[config.mk]
export PLATFORM = sky130hd
export DESIGN_NAME = std_linear_sec_decoder
export DESIGN_NICKNAME = d
export VERILOG_FILES = /design/src/rtl/std_linear_sec_decoder.sv
export SDC_FILE = /design/constraint.sdc
export NUM_CORES = 1
export LEC_CHECK = 0
export ABC_AREA = 1
export CORE_MARGIN = 8
export CORE_UTILIZATION = 45
export CTS_CLUSTER_DIAMETER = 200
export DETAILED_ROUTE_END_ITERATION = 12
export PLACE_DENSITY = 0.8
export SYNTH_ARGS = -nofsm -noshare
export SYNTH_HDL_FRONTEND = slang
export SYNTH_SLANG_ARGS = --single-unit
[constraint.sdc]
create_clock -name i_clk -period 2.05 [get_ports i_clk]
set_input_delay 0.615 -clock i_clk [delete_from_list [all_inputs] [get_ports i_clk]]
set_output_delay 0.615 -clock i_clk [all_outputs]
set_load 0.02 [all_outputs]
[src/rtl/std_linear_sec_decoder.sv]
// std_linear_sec_decoder: two-stage single-error-correcting Hamming decoder.
// The codeword is (2^P)-1 bits long. Bit k-1 holds Hamming position k.
// Parity bits sit at the power-of-two positions; data fills the rest in ascending order.
// Stage 1 captures the codeword together with its syndrome.
// Stage 2 applies the correction and presents the data word.
// Both stages use a valid/ready handshake in which bubbles collapse.
// A saturating counter tallies the corrected words that are delivered downstream.
module std_linear_sec_decoder #(
  parameter int P  = 4,
  parameter int K  = (1 << P) - 1,
  parameter int N  = K - P,
  parameter int CW = 16
) (
  input  logic          i_clk,
  input  logic          i_rst,
  input  logic          i_valid,
  output logic          o_ready,
  input  logic [K-1:0]  i_codeword,
  output logic          o_valid,
  input  logic          i_ready,
  output logic [N-1:0]  o_word,
  output logic [P-1:0]  o_syndrome,
  output logic          o_corrected,
  input  logic          i_clear_count,
  output logic [CW-1:0] o_err_count
);

  // Syndrome: XOR of the position indices of all set bits.
  function automatic logic [P-1:0] calc_syndrome(input logic [K-1:0] cw);
    logic [P-1:0] s;
    s = '0;
    for (int k = 1; k <= K; k++) begin
      if (cw[k-1]) s ^= P'(k);
    end
    return s;
  endfunction

  // Flip the bit that a nonzero syndrome points at.
  // Every nonzero syndrome names a real position, because K = 2^P-1.
  function automatic logic [K-1:0] apply_correction(input logic [K-1:0] cw,
                                                    input logic [P-1:0] s);
    logic [K-1:0] c;
    int           idx;
    c = cw;
    if (s != '0) begin
      idx    = int'(s) - 1;
      c[idx] = ~c[idx];
    end
    return c;
  endfunction

  // Gather the non-power-of-two positions into the data word, in ascending order.
  function automatic logic [N-1:0] extract_data(input logic [K-1:0] cw);
    logic [N-1:0] w;
    int           j;
    w = '0;
    j = 0;
    for (int k = 1; k <= K; k++) begin
      if ((k & (k - 1)) != 0) begin
        if (j < N) w[j] = cw[k-1];
        j++;
      end
    end
    return w;
  endfunction

  localparam logic [CW-1:0] CNT_MAX = {CW{1'b1}};

  // Stage 1 registers
  logic [K-1:0]  cw_p1_q;
  logic [P-1:0]  syn_p1_q;
  logic          vld_p1_q, vld_p1_d;
  // Stage 2 registers
  logic [N-1:0]  word_p2_q, word_p2_d;
  logic [P-1:0]  syn_p2_q;
  logic          corr_p2_q;
  logic          vld_p2_q, vld_p2_d;
  // Error counter
  logic [CW-1:0] cnt_q, cnt_d;

  logic in_hs, out_hs, s2_load;

  assign out_hs  = vld_p2_q & i_ready;
  assign s2_load = vld_p1_q & (~vld_p2_q | i_ready);
  assign o_ready = ~vld_p1_q | s2_load;
  assign in_hs   = i_valid & o_ready;

  assign o_valid     = vld_p2_q;
  assign o_word      = word_p2_q;
  assign o_syndrome  = syn_p2_q;
  assign o_corrected = corr_p2_q;
  assign o_err_count = cnt_q;

  // Next-state logic for the valid bits, the counter and the corrected data word.
  always_comb begin
    vld_p1_d = vld_p1_q;
    if (in_hs)        vld_p1_d = 1'b1;
    else if (s2_load) vld_p1_d = 1'b0;

    vld_p2_d = vld_p2_q;
    if (s2_load)     vld_p2_d = 1'b1;
    else if (out_hs) vld_p2_d = 1'b0;

    cnt_d = cnt_q;
    if (i_clear_count)                                cnt_d = '0;
    else if (out_hs && corr_p2_q && cnt_q != CNT_MAX) cnt_d = cnt_q + CW'(1);

    word_p2_d = extract_data(apply_correction(cw_p1_q, syn_p1_q));
  end

  // Control state: the stage valid bits and the error counter.
  always_ff @(posedge i_clk) begin
    if (i_rst) begin
      vld_p1_q <= 1'b0;
      vld_p2_q <= 1'b0;
      cnt_q    <= '0;
    end else begin
      vld_p1_q <= vld_p1_d;
      vld_p2_q <= vld_p2_d;
      cnt_q    <= cnt_d;
    end
  end

  // Stage 0 -> 1: capture the codeword and its syndrome on an input handshake.
  always_ff @(posedge i_clk) begin
    if (in_hs) begin
      cw_p1_q  <= i_codeword;
      syn_p1_q <= calc_syndrome(i_codeword);
    end
  end

  // Stage 1 -> 2: corrected result; cleared by reset because these registers drive the outputs directly.
  always_ff @(posedge i_clk) begin
    if (i_rst) begin
      word_p2_q <= '0;
      syn_p2_q  <= '0;
      corr_p2_q <= 1'b0;
    end else if (s2_load) begin
      word_p2_q <= word_p2_d;
      syn_p2_q  <= syn_p1_q;
      corr_p2_q <= (syn_p1_q != '0);
    end
  end

endmodule
==> results.txt, run 1 <==
Using the TritonRoute via totals, the vias-per-cell ratio works out to 5.00. The number of vias after detailed routing came out at 2593. The sequential area share after synthesis came out at 0.421. The DRC violation count after routing came out at 0. The final worst-path setup slack is 0.0442 ns.

The worst-case vdd ir drop came out at 0.466 mV. The number of ports placed on the die boundary came out at 54. The category of the worst setup path capture point is an output port. For this run, the total global-route usage over all layers was measured as 0.147.

The count of buffer and inverter cells on the critical path came out at 1. STA classifies the critical path startpoint as a flop. The stage delay of the slowest cell on the critical path came out at 0.64 ns. The total number of placement rows came out at 29.

The slew at the pin closest to its max-slew limit came out at 0.376 ns. The layout overhead on the synthesized area is 29.1%. The die is 97.3 um wide. The global-route wire length before repair came out at 12000 um.

Clock tree synthesis found a total of 53 sinks. The initial cell density of the core is 0.466. The tree is rooted in a clkbuf_8.

The number of I/O port buffers is 53. Prior to clock tree synthesis, the placed netlist has a worst setup slack of -0.414 ns. The finished layout holds 519 standard cells, fillers aside.

The cell type with the highest aggregate area in the netlist is dfxtp_1. The clock transition at the register clock pins on the worst setup and hold paths after CTS is 0.10 ns. Buffers added to address setup during post-CTS repair amount to 0.

The flow ran to the end, and the final reports show no timing, DRC or antenna violations. TritonCTS created 5 clock buffers. The HPWL after detailed placement is 5320 um. The synthesis warning total came out at 0. In this run the worst hold path is classified as flop to flop.

The worst-skew pair later-pin latency came out at 0.31 ns. The critical path goes through clkdlybuf4s50_1. In this run, synthesis inferred 19 flip-flops with an integrated enable. The category of cells accounting for the largest share of critical-path delay is buffers and inverters.

The average wire length per cell after detail routing came out at 13.2 um. The hold violation count in the final report is 0. The maximum fanout along the worst path came out at 5. The worst slew margin relative to its limit came out at 0.749. The number of max-cap violations is 0.

The total number of H-tree levels came out at 2. The clock passes through at most 2 buffers. The worst path needs 2.01 ns of the cycle, external delays included.

The utilization of the core after routing came out at 0.601. The most common cell in the synthesized netlist is nand2_1. The required time of the critical path is 1.43 ns. The die area came out at 9470 um2.

The vertical die dimension is 97.3 um. The number of antenna violations at the first check in global routing is 0. For this run, asynchronously set or reset flops after synthesis account for 0. TritonCTS built the clock tree. The first routing iteration left 189 violations. The leakage power is 0.00150 uW. The routability congestion estimate from global placement came out at 0.907.

The share of the clock period used by the worst path after layout came out at 0.978. The slowest stage cell on the critical path is clkdlybuf4s50_1. The post-synth net total came out at 399. The cell count after synthesis came out at 373. For the final routed database, the setup TNS stands at 0 ns.

The count of antenna-violating nets left after detailed routing came out at 0. Setup violations remaining at the end of the flow were counted as 0. Entering global routing, the biggest net connects 24 pins. The synthesized area per cell is 7.98 um2. The fraction of synthesized cell area taken by the top area cell type came out at 0.229. The core region is 6390 um2. The flop and latch count out of synthesis is 53. The data arrival time at the worst-slack endpoint is 1.39 ns. The cell area after synthesis came out at 2980 um2.

The top flip-flop cell by instance count after synthesis is dfxtp_1. After synthesis, the most frequently instantiated cells are 81 x nand2_1, 49 x inv_1, 36 x a21oi_1. The overflow left after global routing came out at 0.

The antenna diode count is 0. Setup repair after global routing left no endpoint under its margin. The final clock skew came out at 0.00773 ns. The net count of the finished layout came out at 467. The worst setup path is of the flop to output port kind.

Including well taps, the total number of placed cells is 511. The wire length reported by the detailed router came out at 6850 um. The number of slew-limit violations in the final report is 0.

The distinct cell type count after synthesis is 26. The share of final-layout standard cells stronger than drive strength 1 came out at 0.131. By area the synthesized netlist is led by dfxtp_1 23%, edfxtp_1 19%, nand2_1 10%. The cell area power density came out at 754 nW/um2.

The number of detailed-routing iterations run before antenna repair came out at 4. Based on the critical path, the design can be clocked at up to 0.499 GHz. The number of global-route vias before repair is 2550.
stage by stage:
| step | power, uW | hold slack [ns] | cell area (um2) |
|---|---|---|---|
| finish | 2900 | 0.469 | 3840 |
| global route | 3040 | 0.499 | 3840 |
| CTS | 2880 | 0.473 | 3820 |
| detailed placement | 2040 | 0.459 | 3690 |
| global placement | 2020 | 0.453 | 3690 |
| floorplan | 1840 | 0.534 | 2980 |
timing repair:
| action | 4_1_cts | 5_1_grt |
|---|---|---|
| endpoints found under the setup margin | 1 | 12 |
| hold endpoints to repair | 0 | 0 |
| hold buffers | 0 | 0 |
| gates resized for setup | 4 | 5 |
registers in the layout, summed over array words and instances (netlist names):
name and count:
o_corrected 1, o_valid 1, vld_p1_q 1, cw_p1_q 15
syn_p1_q 4, o_err_count 16, o_word 11, o_syndrome 4
final cells by class:
class / count / area, um2
clock inverters: 3 / 68.8
well taps: 77 / 96.3
inverters: 54 / 208
flip-flops and latches: 53 / 1250
multi-input cells: 258 / 1460
fillers: 546 / 2540
repair buffers: 69 / 686
clock buffers: 5 / 68.8
layer usage:
metal | GRT usage | part of all wire
met1 | 0.172 | 0.44
met4 | 0.0408 | 0.015
met2 | 0.257 | 0.50
met5 | 0 | 0
met3 | 0.0398 | 0.052
tightest hold or removal path, cell delays in order (launching register included):
cell and delay (ns):
dfxtp_1 0.32, nand2_1 0.06, a21oi_1 0.05
path summary, 6_finish.rpt:
check                           slack [ns]  cells past startpoint       startpoint               to
worst max-delay path                  0.04                      1  o_err_count[11]  o_err_count[11]
worst min-delay path                  0.47                      2       o_word[10]       o_word[10]
worst max register to register        0.17                      9      syn_p1_q[1]       o_word[10]
worst min register to register        0.47                      2       o_word[10]       o_word[10]
cell families (layout without fill, tap and decap cells):
kind of cell / Yosys count / in the layout / share of synthesized area
compound gates: 54 / 54 / 0.101
fa+ha+maj: 6 / 6 / 0.0252
xor+xnor: 33 / 33 / 0.0971
buf+inv: 62 / 131 / 0.0938
flops: 53 / 53 / 0.421
simple gates: 165 / 165 / 0.263
power breakdown:
part	internal [uW]	switching (uW)	total [uW]
Sequential	1160	42.3	1210
Combinational	323	519	842
Clock	491	356	848
cells in the final DEF (no fill, tap or decap), drive strengths merged, types with 13 or more instances in the layout:
cell type / count
a21oi: 40
buf: 17
nand2: 90
nand3: 43
dfxtp: 34
clkdlybuf4s50: 52
inv: 53
nor2: 20
o21ai: 13
xnor2: 19
edfxtp: 19
xor2: 14
Power figures use the tool's default switching activity.
==> run 2, diff against run 1 <==
--- a/config.mk
+++ b/config.mk
@@ -10,7 +10,8 @@
 export CORE_UTILIZATION = 45
 export CTS_CLUSTER_DIAMETER = 200
 export DETAILED_ROUTE_END_ITERATION = 12
-export PLACE_DENSITY = 0.8
+export MAX_ROUTING_LAYER = met4
+export PLACE_DENSITY = 0.74
 export SYNTH_ARGS = -nofsm -noshare
 export SYNTH_HDL_FRONTEND = slang
 export SYNTH_SLANG_ARGS = --single-unit
==> run 2 against run 1 <==
Net effect: maximum frequency is 0.56% lower; cell count did not move; critical path type is now input pin to output port; clock skew is essentially flat; global-route usage down 0.63 points.
==> results.txt, run 2 (synthesized netlist as in run 1, its figures left out) <==
The library cell used most frequently in the layout, excluding fill and tap cells, is nand2_1. The number of global-route vias before repair was 2458 (-3.6%). The global-route usage over all layers came out at 0.141 (-0.00631). The category of cells accounting for the largest share of critical-path delay is buffers and inverters.

The maximum fanout along the worst path is 2 (-3). In this run the most critical hold path is launched from o_word[0]. The wire length reported by the detailed router was 6580 um (-3.9%). The worst hold-check path type is flop to flop. The number of clock sinks came out at 53 (unchanged). The hold-critical path depth came out at 2 (unchanged). The horizontal die dimension came out at 97.3 um (unchanged). The count of antenna-violating nets left after detailed routing is 0 (unchanged). The slew at the pin closest to its max-slew limit is 0.326 ns (-0.0495 ns). The via density per instance is 4.94 (-1.0%). The global-route wire length before repair is 11100 um (-6.8%). The number of slew-limit violations in the final report came out at 0 (unchanged).

TritonCTS built the clock tree. The antenna diode count was 0 (unchanged). The stage delay of the slowest cell on the critical path is 0.48 ns (-0.16 ns).

The vertical die dimension came to 97.3 um (unchanged). The part of the power in combinational logic is 0.324 (+0.033). The number of flip-flops under the largest register name came out at 16 (unchanged).

The placed wire-length estimate is 5140 um (-3.4%). The number of max-cap violations is 0 (unchanged). The area growth from synthesis to layout is 27.5%.

Walking the worst path, the cells encountered are clkdlybuf4s50_1 -> inv_1 -> nand3_1 -> buf_2. The standard cell core area is 6390 um2 (unchanged). The pin count of the biggest net entering global routing came out at 24 (unchanged). The utilization of the core after routing came to 0.594 (-0.00725). The die area is 9470 um2 (unchanged). The number of detailed-routing iterations run before antenna repair is 4 (unchanged). The post-CTS repair timing setup buffer count came to 0 (unchanged).

The proportion of total power due to net switching is 0.343 (+0.0260). The data arrival time at the worst-slack endpoint came out at 1.40 ns (about the same). The net count of the finished layout is 467 (unchanged). The average wire length per cell after detail routing is 12.7 um (-3.9%). The initial cell density of the core came to 0.466 (unchanged). The total CTS buffers is 5 (unchanged).

The hold violation count in the final report came out at 0 (unchanged). The number of cells traversed by the worst register-to-register path is 11 (+2). The number of vias after detailed routing came out at 2566 (-1.0%). The number of buffers on the longest clock path was 2 (unchanged). The run finished with clean final reports. The root buffer cell chosen for the clock tree is clkbuf_8. The number of antenna violations at the first check in global routing is 0 (unchanged).

The overall power consumption is 2640 uW (-8.8%). The count of buffer and inverter cells on the critical path is 3 (+2). The DRC violation count after routing was 0 (unchanged). The leakage power came to 0.00147 uW (-1.7%). Among all stages on the critical path, the largest delay is contributed by clkdlybuf4s50_1. Leaving out fill and tap cells, the most frequent cells in the layout are 81 x nand2_1, 52 x clkdlybuf4s50_1, 48 x inv_1. The switching power summed over all nets is 905 uW (-1.4%). The number of I/O port buffers is 53 (unchanged). The worst-skew pair later-pin latency came to 0.31 ns (about the same).

The worst slew margin relative to its limit came to 0.782 (+0.0329). The number of ports placed on the die boundary came out at 54 (unchanged). The share of final-layout standard cells stronger than drive strength 1 came out at 0.124 (-0.00679). The clock power share is 0.220 (-0.073). STA classifies the critical path endpoint as an output port. The achievable frequency is 0.496 GHz (-0.56%). The count of hold-fix buffers inserted at cts is 0 (unchanged). The sequential share of power came out at 0.457 (+0.040). The worst-case vdd ir drop came out at 0.368 mV (-21%). The post-route cell area is 3790 um2 (-1.2%). The number of DRC violations after detailed-routing iteration 0 was 171 (-9.5%). The internal power of the cells came out at 1740 uW (-12%). The worst register-to-register path begins at syn_p1_q[1]. The number of setup violations in the final report came to 0 (unchanged).

The routability congestion estimate from global placement is 0.898 (-0.94%). The final worst-path setup slack came to 0.0329 ns (-0.0113 ns). The overflow left after global routing is 0 (unchanged).

The internal reg-to-reg setup slack is 0.21 ns (+0.04 ns). The placed cell area is 3690 um2 (+0.14%). The cell area power density is 696 nW/um2 (-7.7%). The clock transition at the register clock pins on the worst setup and hold paths after CTS is 0.09 ns (about the same). The required time of the critical path was 1.43 ns (about the same).

The nature of the critical path startpoint is an input pin. The total number of H-tree levels came out at 2 (unchanged). The pre-CTS worst setup slack came out at -0.408 ns (+0.00564 ns).

The worst hold path terminates at o_word[0]. The share of the clock period used by the worst path after layout is 0.984 (+0.00551). The total number of placement rows is 29 (unchanged).

The final clock skew was 0.00790 ns (+0.000166 ns). The worst hold slack after final layout came out at 0.464 ns (-0.00489 ns). Setup repair after global routing left no endpoint under its margin. The clock period minus worst slack is 2.02 ns (+0.0113 ns).

The class of the most critical setup path is input pin to output port. The worst register-to-register path ends at o_word[6].
## run 2: tightest hold or removal path, stage by stage (launching register included)
cell     delay [ns]
dfxtp_1        0.32
nand2_1        0.06
a21oi_1        0.05
## run 2: repair_timing
item | 4_1_cts | 5_1_grt
endpoints found under the setup margin | 1 | 11
hold endpoints to repair | 0 | 0
gates resized for setup | 4 | 3
cloned | 0 | 1
## run 2: routing by layer
layer | wire, um | GRT usage | share of wire | up-vias
li1 | - | - | - | 1345
met1 | 3060 | 0.169 | 0.47 | 1150
met2 | 3040 | 0.224 | 0.46 | 66
met3 | 419 | 0.0377 | 0.064 | 5
met4 | 56 | 0.0455 | 0.0085 | 0
met5 | 0 | - | 0 | -
## run 2: worst max path at each step
stage,start,to,slack (ns),depth (start not counted)
3_5_place_dp,i_ready,o_ready,-0.41,4
6_report,i_ready,o_ready,0.03,4
5_1_grt,i_ready,o_ready,0.000005,4
2_1_floorplan,syn_p1_q[0],o_word[6],0.16,14
3_3_place_gp,i_ready,o_ready,-0.40,4
4_1_cts,i_ready,o_ready,0.03,4
## run 2: through the flow
stage               cells  setup TNS, ns
floorplan             373              0
global placement      510         -0.397
detailed placement    510         -0.408
CTS                   518              0
global route          519              0
finish                519              0
## run 2: power groups by stage
stage / Clock (uW) / Sequential (uW) / Combinational [uW]
after floorplan: 0 / 1250 / 590
after global placement: 0 / 1230 / 797
after detailed placement: 0 / 1230 / 807
after CTS: 597 / 1210 / 810
after global routing: 629 / 1220 / 945
final: 580 / 1210 / 854
## run 2: cell type report
cell class	instances	area [um2]
fillers	586	2590
repair buffers	68	688
flip-flops and latches	53	1250
well taps	77	96.3
inverters	54	208
clock buffers	7	76.3
clock inverters	1	7.51
multi-input cells	259	1470
==> run 3, diff against run 2 <==
==> constraint.sdc (replaced) <==
create_clock -name i_clk -period 2.6 [get_ports i_clk]
set_input_delay 0.78 -clock i_clk [delete_from_list [all_inputs] [get_ports i_clk]]
set_output_delay 0.78 -clock i_clk [all_outputs]
set_load 0.02 [all_outputs]
==> run 3 against run 2 <==
Net effect: count of clock-buffer cells in the layout is 2 lower; total power down 16%; critical path type unchanged; largest power group unchanged; largest cell class unchanged; worst setup slack better by 0.056 ns.
==> results.txt, run 3 (synthesized netlist as in run 1, its figures left out) <==
The proportion of total power due to net switching was 0.316 (-0.0272). The number of flip-flops under the largest register name came out at 16 (unchanged). The number of clock sinks is 53 (unchanged). The count of hold-fix buffers inserted at cts came out at 0 (unchanged). On the critical path the largest part of the delay comes from buffers and inverters.

The worst-skew pair later-pin latency came to 0.31 ns (about the same). The initial cell density of the core came to 0.466 (unchanged). The number of setup violations in the final report came out at 0 (unchanged). The global-route wire length before repair came to 11300 um (+1.5%). The vertical die dimension is 97.3 um (unchanged).

The post-cts sizing count is 1 (-3). The number of buffers on the longest clock path came to 2 (unchanged). The sequential share of power is 0.431 (-0.026). The total CTS buffers came out at 5 (unchanged).

The net count of the finished layout is 456 (-2.4%). The worst-case vdd ir drop came out at 0.366 mV (-0.55%). The overall power consumption came out at 2230 uW (-16%).

The DRC violation count after routing came out at 0 (unchanged). Of the available clock period, the critical path in the final layout requires 0.966. The stage delay of the slowest cell on the critical path came to 0.47 ns (about the same). The worst hold slack after final layout came to 0.466 ns (+0.00153 ns). The data arrival time at the worst-slack endpoint is 1.73 ns (+0.33 ns).

The number of detailed-routing iterations run before antenna repair is 4 (unchanged). The nature of the critical path startpoint is an input pin. The number of slew-limit violations in the final report came out at 0 (unchanged). The pin count of the biggest net entering global routing is 25 (+4.2%). The number of I/O port buffers is 53 (unchanged). The number of standard cells in the layout, taps in and fillers out came out at 508 (-2.1%). The sum of negative setup slack came out at 0 ns (unchanged). In this run the worst setup path begins at i_ready. The count of buffer and inverter cells on the critical path is 3 (unchanged). The average wire length per cell after detail routing came out at 13.0 um (+2.9%).

The leakage power is 0.00143 uW (-3.0%). The number of global-route vias before repair came out at 2423 (-1.4%). The post-CTS repair timing setup buffer count is 0 (unchanged). The tree is rooted in a clkbuf_8. The number of DRC violations after detailed-routing iteration 0 is 179 (+4.7%). The total instance count after detailed placement is 500 (-2.0%). The number of vias after detailed routing is 2524 (-1.6%). The global-route usage over all layers was 0.144 (+0.00314). The met1 demand-to-capacity share in global routing was 0.176 (+0.00655). The achievable frequency came out at 0.398 GHz. The final clock skew is 0.00776 ns (-0.000134 ns). The routed design could run at a clock period as short as 2.51 ns. The clock power share is 0.295 (+0.075). The wire length reported by the detailed router was 6630 um (+0.74%). The antenna diode count came to 0 (unchanged). Setup repair after global routing left no endpoint under its margin.

The placed wire-length estimate is 5060 um (-1.6%). The largest individual stage delay along the critical path comes from the cell clkdlybuf4s50_1. The total number of placement rows is 29 (unchanged). The part of the power in combinational logic is 0.273 (-0.051).

Traced cell by cell, the critical path runs through clkdlybuf4s50_1 -> inv_1 -> nand3_1 -> dlygate4sd2_1. The startpoint identified for the worst hold timing path is o_word[0]. The standard cell core area is 6390 um2 (unchanged). The share of final-layout standard cells stronger than drive strength 1 is 0.102 (-0.0223). The number of antenna violations at the first check in global routing came out at 0 (unchanged). The peak-usage layer in the global routing report is met2. The switching power summed over all nets came out at 703 uW (-22%). The startpoint identified for the worst register-to-register timing path is syn_p1_q[0]. TritonCTS built the clock tree. The required time of the critical path is 1.82 ns (+0.39 ns). The run finished with clean final reports. The layout overhead on the synthesized area is 24.8%.

In the layout the commonest cells are 81 x nand2_1, 52 x clkdlybuf4s50_1, 49 x inv_1. The die area came to 9470 um2 (unchanged). Leaving out fill and tap cells, the most frequent cell in the layout is nand2_1. The utilization of the core after routing came out at 0.582 (-0.0127).

The met3 track demand over resource in global routing is 0.0356 (-0.00213). The worst hold-check path type is flop to flop. The overflow left after global routing came out at 0 (unchanged). The slew at the pin closest to its max-slew limit came out at 0.464 ns (+0.138 ns).

The cell area power density is 600 nW/um2 (-14%). The met2 usage came out at 0.229 (+0.00521). The number of max-cap violations is 0 (unchanged).

The critical path is of the input pin to output port type. The total number of H-tree levels came out at 2 (unchanged). The worst slew margin relative to its limit was 0.690 (-0.0919).

The count of antenna-violating nets left after detailed routing was 0 (unchanged). The category of the worst setup path capture point is an output port. The via density per instance is 4.97 (+0.49%). The routability congestion estimate from global placement is 0.882 (-1.8%).

The hold violation count in the final report is 0 (unchanged). The clock transition at the register clock pins on the worst setup and hold paths after CTS was 0.10 ns (about the same). The maximum fanout along the worst path came to 2 (unchanged). The number of ports placed on the die boundary is 54 (unchanged). The internal power of the cells was 1530 uW (-12%). The horizontal die dimension is 97.3 um (unchanged).
==> run 3: cell types whose count changed in the layout (fill, tap and decap cells not counted), sizes merged <==
cell,change
clkbuf,-2
bufinv,+2
buf,-11
nand3,-1
dlygate4sd2,+1
==> run 3: final timing paths <==
| path | endpoint | slack (ns) | cells past startpoint |
|---|---|---|---|
| hold reg to reg | o_word[0] | 0.47 | 2 |
| setup reg to reg | o_word[10] | 0.26 | 11 |
| hold / removal | o_word[0] | 0.47 | 2 |
| setup / recovery | o_ready | 0.09 | 4 |
==> run 3: power by group through the flow <==
stage          sequential [uW]  clock [uW]  combinational, uW
2_1_floorplan              986           0                465
3_3_place_gp               978           0                593
3_5_place_dp               979           0                604
4_1_cts                    960         675                609
5_1_grt                    967         698                668
6_report                   961         658                609
==> run 3: stage by stage <==
step	cell area (um2)	worst slack, ns
3_5_place_dp	3580	-0.180
4_1_cts	3710	0.0855
3_3_place_gp	3580	-0.176
6_report	3710	0.0887
2_1_floorplan	2980	0.702
5_1_grt	3710	0.0116
==> run 3: metal layers <==
layer / part of all wire / routed length, um
met4: 0.012 / 79
met1: 0.46 / 3080
met2: 0.47 / 3090
met5: 0 / 0
met3: 0.057 / 378
==> run 3: worst min-delay path, stage by stage, from the launching register on <==
cell and delay [ns]:
dfxtp_1 0.32, nand2_1 0.06, a21oi_1 0.05
==> run 3: layout make-up <==
cell class | instances | area (um2)
tap | 77 | 96.3
multi-input combinational | 258 | 1450
inverter | 54 | 208
timing repair buffer | 58 | 579
sequential | 53 | 1250
fill | 585 | 2670
clock buffer | 5 | 68.8
clock inverter | 3 | 65.1
==> patch: new RTL, settings of run 2 <==
Reset style: asynchronous (`i_rst`), changed in 2 clocked blocks.
--- a/src/rtl/std_linear_sec_decoder.sv
+++ b/src/rtl/std_linear_sec_decoder.sv
@@ -109,7 +109,7 @@
   end
 
   // Control state: the stage valid bits and the error counter.
-  always_ff @(posedge i_clk) begin
+  always_ff @(posedge i_clk or posedge i_rst) begin
     if (i_rst) begin
       vld_p1_q <= 1'b0;
       vld_p2_q <= 1'b0;
@@ -130,7 +130,7 @@
   end
 
   // Stage 1 -> 2: corrected result; cleared by reset because these registers drive the outputs directly.
-  always_ff @(posedge i_clk) begin
+  always_ff @(posedge i_clk or posedge i_rst) begin
     if (i_rst) begin
       word_p2_q <= '0;
       syn_p2_q  <= '0;
Formal check against the unedited RTL: differs if i_rst is asserted again (counterexample within 4 cycles, from zero or initial values and one cycle with i_rst high); with i_rst held inactive, the same outputs for 10 cycles.
==> patch against run 2 <==
- synthesized cell count is 9.9% higher
- fmax is 0.15% higher
- clock power is 6.9% higher
- worst setup slack better by 3.1 ps
- final cell count is 11% higher
- area after synthesis is 10% higher
- non-clock buffer count is 3 higher
- via count is 10% higher
- sequential share of layout area is 1.5 points higher
- cell area is 8.8% higher
- routed wire length is 16% higher
- sequential cell count stayed put
- first-iteration DRC count is 13% lower
- power is 21% higher
- critical endpoint is now o_err_count[6]
==> patch: results <==
metrics = {
    "cells_and_area": {
        "num-nets-final": 504,
        "diodes": 0,
        "drive_gt1_share_pct": 12.5,
        "fill_cells": 683,
        "stdcell_count": 578,
        "area_growth_pct": 26.1,
        "mostFrequentLayoutCell": "nand2_1",
    },
    "clock_tree": {
        "clock_latency_ps": 320,
        "root_buffer": "clkbuf_8",
        "clockBufferDepth": 2,
        "clk_pin_slew_ps": 100,
        "post_cts_buffers": 0,
        "htree_num_levels": 2,
        "numCtsBuffers": 5,
    },
    "critical_path": {
        "timing.rr.end": "o_word[10]",
        "cp_data_arrival_time_ps": 1400,
        "critical_path.slowest_cell": "clkdlybuf4s50_1",
        "ff2ff_setup_slack_ps": 150,
        "worstRegToRegCells": 11,
        "cp_top_family": "buffers and inverters",
        "reg2reg_from": "syn_p1_q[0]",
        "crit_path_max_fanout": 5,
        "critPathMaxStageDelay_ps": 640,
    },
    "synthesis": {
        "seq_area_frac_synth_pct": 43.4,
        "synth_nets": 436,
        "async_flop_share_pct": 64.2,
        "ys_top_cells_by_area": "dfrtp_1 26%, edfxtp_1 17%, nand2_1 15%",
        "synthCells": 410,
        "synthDistinctLibCells": 31,
        "yosysWarnings": 0,
        "ys_dominant_reg_cell": "dfrtp_1",
        "yosys-top-cells-count": "130 x nand2_1, 50 x inv_1, 38 x nand3_1",
    },
    "detailed_routing": {
        "wl_per_cell_um": 13.2,
        "drt_iter0_markers": 148,
        "vias": 2823,
        "drt_first_pass_iters": 4,
    },
    "place": {
        "place_congestion": 0.855,
        "numPortBuffers": 53,
        "dp_hpwl_mm": 5.95,
        "placedInstanceArea_mm2": 0.00400,
        "dp.cells": 570,
    },
    "power_and_ir_drop": {
        "vdd_drop_max_v": 0.000444,
        "cellLeakagePower_nw": 2.04,
        "p_switching_mw": 1.19,
    },
    "global_routing": {
        "grt_max_degree": 35,
        "grt_usage_pct": 15.8,
        "grt_pass1_wl_mm": 12.8,
    },
    "hold_path": {
        "min_path_type": "flop to flop",
        "hp-start": "o_word[2]",
        "min_to": "o_word[2]",
        "whs_path_depth": 2,
    },
    "timing": {
        "max_slew_margin_pct": 66.4,
        "finClkSkew_ps": 11.9,
        "hold-worst-slack_ps": 489,
    },
    "run": {
        "maxCapViolCount": 0,
    },
    "outcome": {
        "status": "finished clean",
    },
}
## patch: cell types whose count changed after synthesis, moves of 6 or more
| cell | delta |
|---|---|
| a21oi_1 | -25 |
| dfrtp_1 | +34 |
| dfxtp_1 | -34 |
| nand2_1 | +49 |
| nand3_1 | +6 |
| nand4_1 | +13 |
| o21ai_0 | -7 |
| o21ai_1 | +6 |
## patch: worst reg2reg max path, stage by stage (launching register included)
cell	delay, ps
edfxtp_1	470
inv_6	160
ha_1	180
inv_1	40
nand2_1	70
nand2_2	140
inv_2	150
nand3_1	130
nand3_4	200
nand3_1	120
nand2_1	90
nand2_1	50
## patch: per-stage QoR
| step | power, mW | setup WS, ps | TNS [ps] |
|---|---|---|---|
| floorplan | 2.14 | 242 | 0 |
| global placement | 2.55 | -392 | -496 |
| detailed placement | 2.59 | -416 | -679 |
| CTS | 3.21 | 13.3 | 0 |
| global route | 3.39 | -0.785 | -0.785 |
| finish | 3.20 | 36.0 | 0 |
## patch: timing repair
action                     CTS  global route
setup endpoints to repair    2            19
gates resized for setup      5            12
cloned                       0             0
## patch: worst max-delay path by stage
stage | from | end | cells past startpoint | slack (ps)
after floorplan | syn_p1_q[0] | o_word[0] | 14 | 240
after detailed placement | i_ready | o_ready | 4 | -420
after global routing | syn_p1_q[0] | o_word[10] | 11 | -0.8
after CTS | o_err_count[10] | o_err_count[10] | 1 | 10
final | o_err_count[6] | o_err_count[6] | 1 | 40
after global placement | i_ready | o_ready | 4 | -390
## patch: area by class of cell
cell class / instances / area share [%]
inverters: 53 / 4.94
repair buffers: 71 / 17.2
multi-input cells: 294 / 38.2
flip-flops and latches: 53 / 34.4
clock buffers: 5 / 1.67
well taps: 99 / 3.00
clock inverters: 3 / 0.637
## patch: kinds of logic (layout without fill, tap and decap cells)
kind of cell    after synthesis  after routing  share of synthesized area, %
simple gates                236            236                          34.1
xor+xnor                     28             28                          7.49
flops                        53             53                          43.4
buf+inv                      63            132                          8.98
compound gates               24             24                          3.75
fa+ha+maj                     6              6                          2.29
## patch: power by group through the flow
stage          logic, mW  registers (mW)  clock network (mW)
6_report            1.22            1.36               0.620
5_1_grt             1.34            1.37               0.675
4_1_cts             1.21            1.36               0.636
3_5_place_dp        1.21            1.38                   0
3_3_place_gp        1.18            1.37                   0
2_1_floorplan      0.642            1.50                   0
## patch: layer usage
metal / wire length, um / global-route usage, % / up-vias
met3: 387 / 3.16 / 10
met4: 95 / 4.01 / 0
met5: 0 / - / -
li1: - / - / 1442
met2: 3760 / 26.9 / 68
met1: 3410 / 18.6 / 1303
